`src/rtl/line_burst_adapter.sv`:
```
// -----------------------------------------------------------------------------
// line_burst_adapter
//
// Converts one cacheline transaction from the cache side into a 4-beat burst
// on the main-memory interface. A write sends the stored line out one beat at
// a time. A read collects four beats and rebuilds the full line. Only one
// transaction runs at a time, and a write request wins over a read request.
//
// Ports
//   clk, rst          clock (rising edge), asynchronous active-high reset
//   line_address_i    cache-side line address
//   line_read_i       line fill request, held until line_resp_o
//   line_write_i      line writeback request, held until line_resp_o
//   line_wdata_i      line to write back
//   line_rdata_o      assembled fill line, held until the next read completes
//   line_resp_o       one-cycle completion pulse
//   mem_address_o     line-aligned burst address
//   mem_read_o        burst read request
//   mem_write_o       burst write request
//   mem_wdata_o       current write beat
//   mem_rdata_i       read beat
//   mem_resp_i        per-beat handshake (read data valid / write beat taken)
// -----------------------------------------------------------------------------
module line_burst_adapter #(
   parameter int LINE_W      = 256,
   parameter int BURST_W     = 64,
   parameter int OFFSET_BITS = 5
) (
   input  logic               clk,
   input  logic               rst,
   input  logic [31:0]        line_address_i,
   input  logic               line_read_i,
   input  logic               line_write_i,
   input  logic [LINE_W-1:0]  line_wdata_i,
   output logic [LINE_W-1:0]  line_rdata_o,
   output logic               line_resp_o,
   output logic [31:0]        mem_address_o,
   output logic               mem_read_o,
   output logic               mem_write_o,
   output logic [BURST_W-1:0] mem_wdata_o,
   input  logic [BURST_W-1:0] mem_rdata_i,
   input  logic               mem_resp_i
);

   // The beat counter is a fixed 2 bits, so only the 256/64 geometry is legal.
   if (LINE_W != 256 || BURST_W != 64) begin : g_bad_geometry
      $error("line_burst_adapter supports only LINE_W=256 and BURST_W=64");
   end

   // Masking keeps every address bit in use and clears the line offset.
   localparam logic [31:0] ADDR_MASK = ~((32'd1 << OFFSET_BITS) - 32'd1);

   typedef enum logic [1:0] {
      IDLE  = 2'd0,
      READ  = 2'd1,
      WRITE = 2'd2,
      DONE  = 2'd3
   } state_t;

   state_t              state;
   logic [1:0]          cnt;
   logic [LINE_W-1:0]   buffer;

   // NOTE: sequential state uses non-blocking assignments only, so every
   // register samples the values from before the edge and ordering inside
   // the block does not matter.
   always_ff @(posedge clk or posedge rst) begin
      if (rst) begin
         // NOTE: the line buffer is a plain register bank (not a RAM), so it is
         // cleared on reset; a discarded partial fill can never leak out later.
         state         <= IDLE;
         cnt           <= 2'd0;
         buffer        <= '0;
         line_rdata_o  <= '0;
         mem_address_o <= '0;
      end else begin
         case (state)
            IDLE: begin
               if (line_write_i) begin
                  buffer        <= line_wdata_i;
                  mem_address_o <= line_address_i & ADDR_MASK;
                  cnt           <= 2'd0;
                  state         <= WRITE;
               end else if (line_read_i) begin
                  mem_address_o <= line_address_i & ADDR_MASK;
                  cnt           <= 2'd0;
                  state         <= READ;
               end
            end

            READ: begin
               if (mem_resp_i) begin
                  buffer[cnt*BURST_W +: BURST_W] <= mem_rdata_i;
                  cnt <= cnt + 2'd1;
                  if (cnt == 2'd3) begin
                     // The fill line is its own register: publish it together
                     // with the last beat so it is valid in the DONE cycle, and
                     // later write bursts reuse the buffer without touching it.
                     line_rdata_o <= {mem_rdata_i, buffer[LINE_W-BURST_W-1:0]};
                     state        <= DONE;
                  end
               end
            end

            WRITE: begin
               if (mem_resp_i) begin
                  cnt <= cnt + 2'd1;
                  if (cnt == 2'd3) begin
                     state <= DONE;
                  end
               end
            end

            DONE: begin
               state <= IDLE;
            end

            default: begin
               state <= IDLE;
            end
         endcase
      end
   end

   // Strobes decode straight from the state register, so they carry no input
   // path and fall the moment reset clears the state.
   assign mem_read_o  = (state == READ);
   assign mem_write_o = (state == WRITE);
   assign line_resp_o = (state == DONE);

   // cnt wraps to 0 after the fourth beat and is 0 in IDLE, so outside a
   // write burst this shows beat 0 of the buffer.
   assign mem_wdata_o = buffer[cnt*BURST_W +: BURST_W];

endmodule

```
`config.mk`:
```
export PLATFORM = sky130hd
export DESIGN_NAME = line_burst_adapter
export DESIGN_NICKNAME = d
export VERILOG_FILES = /design/src/rtl/line_burst_adapter.sv
export SDC_FILE = /design/constraint.sdc
export NUM_CORES = 1
export LEC_CHECK = 0
export BUFFER_PORTS_ARGS = -buffer_cell sky130_fd_sc_hd__buf_2
export CORE_AREA = 2 2 280 282
export CTS_CLUSTER_SIZE = 12
export DETAILED_ROUTE_END_ITERATION = 10
export DIE_AREA = 0 0 282 284
export PLACE_DENSITY_LB_ADDON = 0.25
export SYNTH_ARGS = -nofsm -noshare
export SYNTH_HDL_FRONTEND = slang
export SYNTH_SLANG_ARGS = --single-unit
```
`constraint.sdc`:
```
create_clock -name clk -period 22.8 [get_ports clk]
set_input_delay 2.28 -clock clk [delete_from_list [all_inputs] [get_ports clk]]
set_output_delay 2.28 -clock clk [all_outputs]
set_load 0.01 [all_outputs]
```
==> run_results.csv, run 1 <==
group,metric,value,unit
cts,cts_setup_buffers,0,
routing,routed-wl-met3,7120,microns
finish,seq_area,0.0136,sq mm
placement,gp_congestion,0.852,
floorplan,core_area,0.0770,sq mm
sta,skew,28.0,ps
cts,numCtsBuffers,61,
global_route,gr-usage-all-layers,23.0,%
cts,clockBufferDepth,3,
floorplan,fp-row-count,102,
sta,setup_viol,0,
synthesis,synth_top_area_share,53.0,%
critical_path,crit_type,"input port to asynchronous set/reset pin",
sta,worst_slew_pin_slew,1100,ps
critical_path,r2r_setup_slack,17930,ps
critical_path,crit_path_start_kind,"input port",
critical_path,critPathMostFrequentCell,"buf_4",
synthesis,ys_top_cells_by_area,"dfrtp_1 (53%), mux2_2 (14%), mux2_1 (7.8%)",
sta,tns,0,ps
floorplan,dieWidth,282,microns
cts,hold_buffers,0,
synthesis,seq_area_frac_synth,53.0,%
critical_path,max_stage_delay,820,ps
global_route,grt_start_max_net_pins,115,
critical_path,worstSetupPathDepth,6,
synthesis,synth.avg_cell_area,13.8,sq um
critical_path,crit_chain,"buf_2 > inv_8 > buf_4 > buf_4 > buf_4 > buf_4",
global_route,antenna_found_initial,19,
pwr,p_leak,16.0,nW
critical_path,regToRegStartpoint,"cnt[1]",
critical_path,worstPathArrival,6200,ps
routing,drc_errors,0,
cts,cts_root_buffer,"clkbuf_16",
sta,rsz0062_at_grt,"no",
critical_path,critPathTopFamily,"buffers and inverters",
routing,met2_length,46500,microns
synthesis,synthArstFlopShare,100,%
routing,ant_nets,0,
sta,slew_violations,0,
cts,htreeDepth,2,
critical_path,rr_worst_depth,7,
pwr,power,4.54,mW
floorplan,initial_core_util,33.3,%
routing,drtIter0Drc,1224,
finish,final_layout_size_suffix_gt1_share,48.7,%
synthesis,synth-seq-cells,543,
pwr,pwr_density_cell,141,mW/mm^2
cts,cts.repair.resized,0,
routing,met1_length,37600,microns
routing,viasPerCell,5.42,
floorplan,ioPinCount,712,
global_route,grt_first_pass_wirelength,138000,microns
routing,routed_wl,94200,microns
floorplan,die_area,0.0801,sq mm
synthesis,yosysWarnings,0,
synthesis,ys.flop_type,"dfrtp_1",
critical_path,critPathBufInv,6,
critical_path,crit_path_max_fanout,106,
hold_path,worst_hold_path_type,"flip-flop to flip-flop",
synthesis,synth_area_leader_cell,"dfrtp_1",
job,maxCapViolCount,0,
sta,period_share,24.4,%
finish,nFillCells,7348,
finish,instances_no_fill,3588,
synthesis,netlist_instances,1856,
sta,hold_viol,0,
routing,top_signal_layer_used,"met5",
synthesis,syn_area,0.0256,sq mm
critical_path,worst_ep_required_time,23440,ps
outcome,outcome,"finished, final reports clean",
global_route,grt_pass1_vias,20700,
sta,fmax,180,MHz
critical_path,cp-startpoint,"rst",
sta,post-route-min-period,5560,ps
critical_path,cp_slowest_cell,"buf_4",
sta,timing.hold.ws,474,ps
global_route,grt-ovfl-total,0,
synthesis,ys_types,39,
placement,post-place-ws,16410,ps
finish,area_delta_synth_final,25.5,%
floorplan,die_y,284,microns
sta,maxSlewHeadroom,26.2,%
cts,clk_pin_slew,60,ps
routing,routedWlPerCell,26.2,microns
routing,vias,19500,
cts,cts_tree,"built",
finish,multi_input_area,0.0111,sq mm
placement,placed_cells,3465,
routing,drt_pre_antenna_iters,5,
placement,hpwl,61500,microns
placement,portBuffers,701,
sta,worst_slack,17240,ps
cts,numClockSinks,543,
finish,final_nets,2854,
critical_path,cp-endpoint,"line_rdata_o[33]",
pwr,vdd.ir_drop.worst,0.0678,mV
critical_path,rr_endpoint,"buffer[107]",
cts,clock_latency,630,ps
critical_path,cp-end-kind,"asynchronous set/reset pin",
synthesis,synth_edf_count,0,
==> area by class of cell <==
| cell class | count | area share, % |
|---|---|---|
| Timing Repair Buffer | 739 | 11.8 |
| Clock buffer | 90 | 5.59 |
| Multi-Input combinational cell | 1088 | 34.6 |
| Sequential cell | 543 | 42.3 |
| Antenna cell | 11 | 0.0856 |
| Tap cell | 1040 | 4.05 |
| Inverter | 55 | 0.681 |
| Clock inverter | 22 | 0.918 |
==> where the power goes <==
part	switching (mW)	internal [mW]
Combinational	1.05	0.880
Sequential	0.248	1.34
Clock	0.411	0.621
==> synthesized netlist by cell type (21+ instances only) <==
master and count:
dfrtp_1 543, mux2_2 314, mux2_1 178, a32o_1 128, clkbuf_1 96, nand2_1 69
nand2b_1 67, mux4_2 64, inv_1 54, o21ai_0 53, nor2b_1 51, buf_2 50
a41o_1 47, o41ai_1 47, o2bb2ai_1 34, buf_4 21
==> worst min path at each step <==
stage          depth (start not counted)  slack [ps]               from                end
3_5_place_dp                           2         470  line_rdata_o[240]  line_rdata_o[240]
4_1_cts                                2         480  line_rdata_o[240]  line_rdata_o[240]
2_1_floorplan                          1         470         buffer[50]   line_rdata_o[50]
3_3_place_gp                           2         460  line_rdata_o[214]  line_rdata_o[214]
6_report                               2         470  line_rdata_o[240]  line_rdata_o[240]
5_1_grt                                1         500  line_rdata_o[117]  line_rdata_o[117]
==> stage by stage <==
step / utilization [%] / area (sq um)
after global placement: 39.0 / 30000
after floorplan: - / 25600
after global routing: 41.8 / 32100
final: 41.8 / 32200
after CTS: 41.8 / 32100
after detailed placement: 39.0 / 30000
==> state kept, by name (all words and copies together) (netlist names) <==
signal         count
buffer           256
cnt                2
line_rdata_o     256
mem_address_o     27
state              2
==> layer usage <==
metal / vias up / GRT usage [%]
met5: - / 0
met4: 16 / 7.93
met3: 175 / 5.47
met2: 850 / 38.8
met1: 10100 / 28.8
li1: 8284 / -
==> tightest hold or removal path, cell delays in order (launching register included) <==
cell	delay, ps
dfrtp_1	340
nand2_1	40
o21ai_0	60
==> placed cells by master (no fill, tap or decap), drive strengths merged, types with 51 or more instances in the layout <==
cell	n
a32o	128
buf	739
clkbuf	90
dfrtp	543
inv	56
mux2	492
mux4	64
nand2	69
nand2b	67
nor2b	51
o21ai	54
==> cells by family after synthesis <==
family / share of synthesized area [%]
buffers and inverters: 3.91
other: 0.0146
and+or+nand+nor: 4.12
adders and majority gates: 0.439
DFF: 53.0
AOI/OAI and AO/OA: 11.1
muxes: 27.4
Power figures use the tool's default switching activity.
==> run 2, diff against run 1 <==
- ABC_AREA: default -> 1
- CORE_AREA: 2 2 280 282 -> 2 2 273 275
- DIE_AREA: 0 0 282 284 -> 0 0 275 277
- clock period: 22.8 -> 5.7 ns (I/O delays scaled with it)
==> run_results.csv, run 2 <==
group,metric,value,unit
synthesis,synth_top_cells_by_count,"nand2_1 (1769), dfrtp_1 (543), o21ai_0 (480), inv_1 (358), nand3_1 (196)",
sta,period_share,73.8,%
sta,maxSlewHeadroom,22.1,%
synthesis,ys_top_cells_by_area,"dfrtp_1 (50%), nand2_1 (24%), o21ai_0 (8.8%)",
routing,viasPerCell,4.95,
synthesis,synth_edf_count,0,
synthesis,synth_top_area_share,49.5,%
critical_path,crit_chain,"buf_4 > buf_4 > o21ai_0 > nand2_1 > buf_2",
floorplan,dieWidth,275,microns
synthesis,syn_area,0.0274,sq mm
finish,final_util,45.3,%
routing,ant_nets,0,
finish,final_nets,4747,
synthesis,yosysMostFrequentCell,"nand2_1",
critical_path,worst_ep_required_time,5130,ps
synthesis,yosysWarnings,0,
routing,drtIter0Drc,2207,
critical_path,worstSetupPathDepth,5,
pwr,vdd.ir_drop.worst,0.430,mV
cts,numClockSinks,543,
floorplan,die_area,0.0762,sq mm
finish,layout_common_cells,"nand2_1 (1769), buf_2 (701), dfrtp_1 (541), o21ai_0 (480), inv_1 (355)",
cts,numCtsBuffers,60,
floorplan,initial_core_util,37.3,%
synthesis,synth-seq-cells,543,
routing,routed_wl,103000,microns
floorplan,ioPinCount,712,
floorplan,fp-row-count,100,
sta,fmax,238,MHz
routing,vias,26800,
cts,hold_buffers,0,
global_route,antenna_found_initial,13,
sta,skew,9.29,ps
cts,clk_pin_slew,60,ps
placement,dpl_cell_area,0.0313,sq mm
sta,slew_violations,0,
floorplan,die_y,277,microns
synthesis,synth.avg_cell_area,7.16,sq um
cts,cts.repair.resized,0,
finish,fin_area,0.0333,sq mm
sta,rsz0062_at_grt,"no",
critical_path,crit_path_start_kind,"flip-flop",
routing,drt_pre_antenna_iters,6,
sta,hold_viol,0,
job,maxCapViolCount,0,
global_route,grt_start_max_net_pins,201,
cts,cts_root_buffer,"clkbuf_16",
sta,post-route-min-period,4200,ps
cts,htreeDepth,2,
critical_path,crit_path_max_fanout,85,
critical_path,crit_type,"flip-flop to output port",
finish,layout_commonest_cell,"nand2_1",
outcome,outcome,"finished, final reports clean",
critical_path,max_stage_delay,860,ps
finish,nFillCells,7672,
global_route,gr-usage-all-layers,26.4,%
synthesis,synth_area_leader_cell,"dfrtp_1",
finish,area_delta_synth_final,21.4,%
critical_path,critPathMostFrequentCell,"buf_4",
hold_path,worst_hold_path_type,"input port to asynchronous set/reset pin",
critical_path,cp-startpoint,"cnt[0]",
finish,top_regs,"buffer (256), line_rdata_o (256), mem_address_o (27)",
sta,setup_viol,0,
critical_path,regToRegStartpoint,"cnt[0]",
placement,hpwl,66700,microns
global_route,grt-ovfl-total,0,
finish,final_layout_size_suffix_gt1_share,19.5,%
synthesis,synthArstFlopShare,100,%
synthesis,seq_area_frac_synth,49.5,%
critical_path,critPathTopFamily,"buffers and inverters",
cts,clockBufferDepth,3,
pwr,pwr_density_cell,592,mW/mm^2
critical_path,rr_endpoint,"buffer[151]",
cts,cts_tree,"built",
cts,clock_latency,620,ps
synthesis,ys_types,24,
global_route,grt_use_met2,43.4,%
critical_path,worstPathArrival,3630,ps
cts,cts_setup_buffers,0,
global_route,grt_first_pass_wirelength,156000,microns
global_route,use_met3,4.58,%
global_route,top_usage_layer,"met2",
floorplan,core_area,0.0736,sq mm
sta,tns,0,ps
synthesis,netlist_instances,3834,
global_route,grtUsageMet1,34.9,%
critical_path,r2r_setup_slack,1730,ps
placement,portBuffers,701,
global_route,grt_pass1_vias,25500,
routing,drc_errors,0,
critical_path,cp-end-kind,"output port",
pwr,p_leak,19.2,nW
critical_path,cp_slowest_cell,"dfrtp_4",
placement,gp_congestion,0.835,
routing,routedWlPerCell,19.0,microns
critical_path,rr_worst_depth,9,
synthesis,ys.flop_type,"dfrtp_1",
critical_path,critPathBufInv,3,
sta,worst_slew_pin_slew,1170,ps
-- run 2: changes by cell type after synthesis, sizes merged, moves of 91 or more --
cell / previous run / this run
inv: 55 / 362
nand3: 1 / 197
a32o: 128 / 0
nand2: 69 / 1773
buf: 78 / 169
a21oi: 5 / 128
o21ai: 54 / 481
mux2: 492 / 0
-- run 2: where the power goes --
part	total [mW]	internal (mW)	leakage, nW	switching, mW
clock	3.91	2.27	0.960	1.64
sequential	6.53	5.53	7.13	0.996
combinational	9.27	2.75	11.1	6.52
total	19.7	10.6	19.2	9.16
-- run 2: stage by stage --
stage	hold slack, ps	setup slack (ps)	power (mW)	std cells
after floorplan	444	-2260	12.2	3838
after detailed placement	460	1700	15.8	5288
after global placement	456	1720	15.7	5288
after CTS	75.9	1540	19.8	5394
final	97.6	1500	19.7	5405
after global routing	126	1330	21.2	5404
-- run 2: logic make-up after synthesis --
family                   count (synthesis)  share of synthesized area [%]
AND/OR/NAND/NOR                       2048                           29.2
buffers and inverters                  624                           9.74
AO/OA/AOI/OAI                          609                           11.1
flip-flops                             543                           49.5
adder cells (fa/ha/maj)                  9                          0.410
other                                    1                         0.0137
-- run 2: area by class of cell --
cell class                      count  area (sq um)  share of cell area, %
Antenna cell                       11          27.5                 0.0826
Multi-Input combinational cell   2671         11300                   33.8
Clock inverter                     19           201                  0.605
Inverter                          362          1380                   4.13
Tap cell                          969          1210                   3.64
Clock buffer                       87          1730                   5.21
Sequential cell                   543         13600                   40.8
Timing Repair Buffer              743          3900                   11.7
-- run 2: how the worst max path moves through the flow --
stage / end / slack [ps]
global route: mem_wdata_o[35] / 1330
floorplan: buffer[0] / -2260
detailed placement: buffer[151] / 1700
CTS: mem_wdata_o[35] / 1540
global placement: buffer[158] / 1720
finish: mem_wdata_o[35] / 1500
-- run 2: layer usage --
| layer | share of wire [%] | wire length, microns |
|---|---|---|
| met1 | 42 | 43100 |
| met2 | 47 | 48800 |
| met3 | 7.1 | 7310 |
| met4 | 3.5 | 3570 |
| met5 | 0.027 | 28 |
==> run 3, diff against run 2 <==
- clock period: 5.7 -> 4.3 ns (I/O delays scaled with it)
==> run_results.csv, run 3 (synthesis gave the netlist of run 2 again) <==
group,metric,value,unit
outcome,outcome,"finished, final reports clean",
floorplan,die_area,0.0762,sq mm
pwr,power,26.9,mW
pwr,vdd.ir_drop.worst,0.606,mV
pwr,p_leak,19.5,nW
sta,period_share,77.2,%
critical_path,max_stage_delay,670,ps
global_route,grt_pass1_vias,25800,
cts,cts_root_buffer,"clkbuf_16",
critical_path,r2r_setup_slack,1170,ps
sta,worst_slew_pin_slew,1280,ps
critical_path,cp-end-kind,"output port",
critical_path,crit_path_start_kind,"flip-flop",
critical_path,crit_chain,"inv_4 > buf_4 > a21oi_1 > o21ai_0 > nand2_1 > buf_2",
routing,drc_errors,0,
finish,final_util,46.1,%
finish,top_regs,"buffer (256), line_rdata_o (256), mem_address_o (27)",
routing,routed_wl,104000,microns
cts,clock_latency,610,ps
routing,vias,26900,
cts,numClockSinks,543,
sta,setup_viol,0,
finish,final_layout_size_suffix_gt1_share,20.1,%
finish,layout_commonest_cell,"nand2_1",
critical_path,crit_path_max_fanout,34,
finish,area_delta_synth_final,23.6,%
placement,placed_cells,5306,
routing,drt_pre_antenna_iters,6,
floorplan,fp-row-count,100,
pwr,pwr_density_cell,794,mW/mm^2
global_route,grt-ovfl-total,0,
routing,ant_nets,0,
hold_path,worst_hold_path_type,"input port to flip-flop",
job,maxCapViolCount,0,
routing,viasPerCell,4.94,
global_route,gr-usage-all-layers,27.1,%
critical_path,worstPathArrival,2890,ps
cts,clk_pin_slew,60,ps
global_route,grt_first_pass_wirelength,157000,microns
floorplan,dieWidth,275,microns
floorplan,initial_core_util,37.3,%
sta,skew,29.8,ps
finish,final_nets,4773,
critical_path,worst_ep_required_time,3870,ps
floorplan,core_area,0.0736,sq mm
floorplan,die_y,277,microns
sta,rsz0062_at_grt,"no",
routing,drtIter0Drc,2314,
sta,hold_viol,0,
placement,post-place-ws,1190,ps
global_route,antenna_found_initial,16,
sta,slew_violations,0,
placement,hpwl,68600,microns
cts,numCtsBuffers,67,
sta,fmax,301,MHz
finish,layout_common_cells,"nand2_1 (1769), buf_2 (701), dfrtp_1 (541), o21ai_0 (480), inv_1 (355)",
sta,worst_slack,979,ps
global_route,grt_start_max_net_pins,150,
critical_path,crit_type,"flip-flop to output port",
cts,cts_tree,"built",
sta,maxSlewHeadroom,14.3,%
routing,routedWlPerCell,19.1,microns
placement,portBuffers,701,
cts,clockBufferDepth,3,
floorplan,ioPinCount,712,
placement,gp_congestion,0.867,
cts,htreeDepth,3,
critical_path,cp_slowest_cell,"dfrtp_4",
sta,post-route-min-period,3320,ps
sta,tns,0,ps
finish,instances_no_fill,5442,
==> run 3: changes by cell type in the layout (fill, tap and decap cells not counted), moves of 5 or more <==
cell | previous run | this run
buf_12 | 6 | 15
buf_4 | 36 | 45
clkbuf_16 | 61 | 70
clkbuf_8 | 11 | 23
clkinv_2 | 13 | 8
==> run 3: area by class of cell <==
cell class / count / area, sq um
well taps: 969 / 1210
inverters: 362 / 1380
clock buffers: 105 / 2110
diodes: 14 / 35.0
flip-flops and latches: 543 / 13600
repair buffers: 762 / 4160
multi-input cells: 2671 / 11300
clock inverters: 16 / 175
fillers: 7540 / 39600
==> run 3: metal layers <==
layer / vias up / share of wire, % / GRT usage (%)
met4: 4 / 3.8 / 12.1
met2: 1183 / 47 / 43.7
li1: 13000 / - / -
met1: 12500 / 41 / 35.2
met3: 220 / 8.2 / 5.06
met5: - / 0.033 / 0
==> run 3: critical path: cells and delay by family (launching register included) <==
kind / cells / cell delay [ps]
and+or+nand+nor: 1 / 160
DFF: 1 / 670
AOI/OAI and AO/OA: 2 / 180
buffers and inverters: 3 / 1180
==> run 3: metrics by stage <==
step | area (sq um) | hold slack, ps
after detailed placement | 31600 | 460
final | 33900 | 64.4
after global placement | 31600 | 456
after global routing | 33900 | 56.2
after CTS | 33900 | 26.4
after floorplan | 27500 | 444
==> run 3: report_power, final <==
part	internal, mW	leakage [nW]	switching [mW]
combinational	3.73	11.2	8.75
sequential	7.34	7.13	1.27
clock	3.51	1.14	2.34
total	14.6	19.5	12.4
==> run 3: final timing paths <==
check | cells after the start | startpoint | endpoint
worst min register to register | 2 | buffer[195] | buffer[195]
worst min-delay path | 3 | line_address_i[10] | mem_address_o[10]
worst max-delay path | 6 | cnt[1] | mem_wdata_o[19]
min in group asynchronous | 3 | rst | buffer[181]
worst max register to register | 10 | cnt[1] | buffer[248]
max in group asynchronous | 5 | rst | buffer[206]
==> run 3: timing repair <==
action / in CTS / in global routing
hold buffers: 1 / 0
buffers inserted: 0 / 0
hold endpoints to repair: 23 / 0
resized for setup: 0 / 0
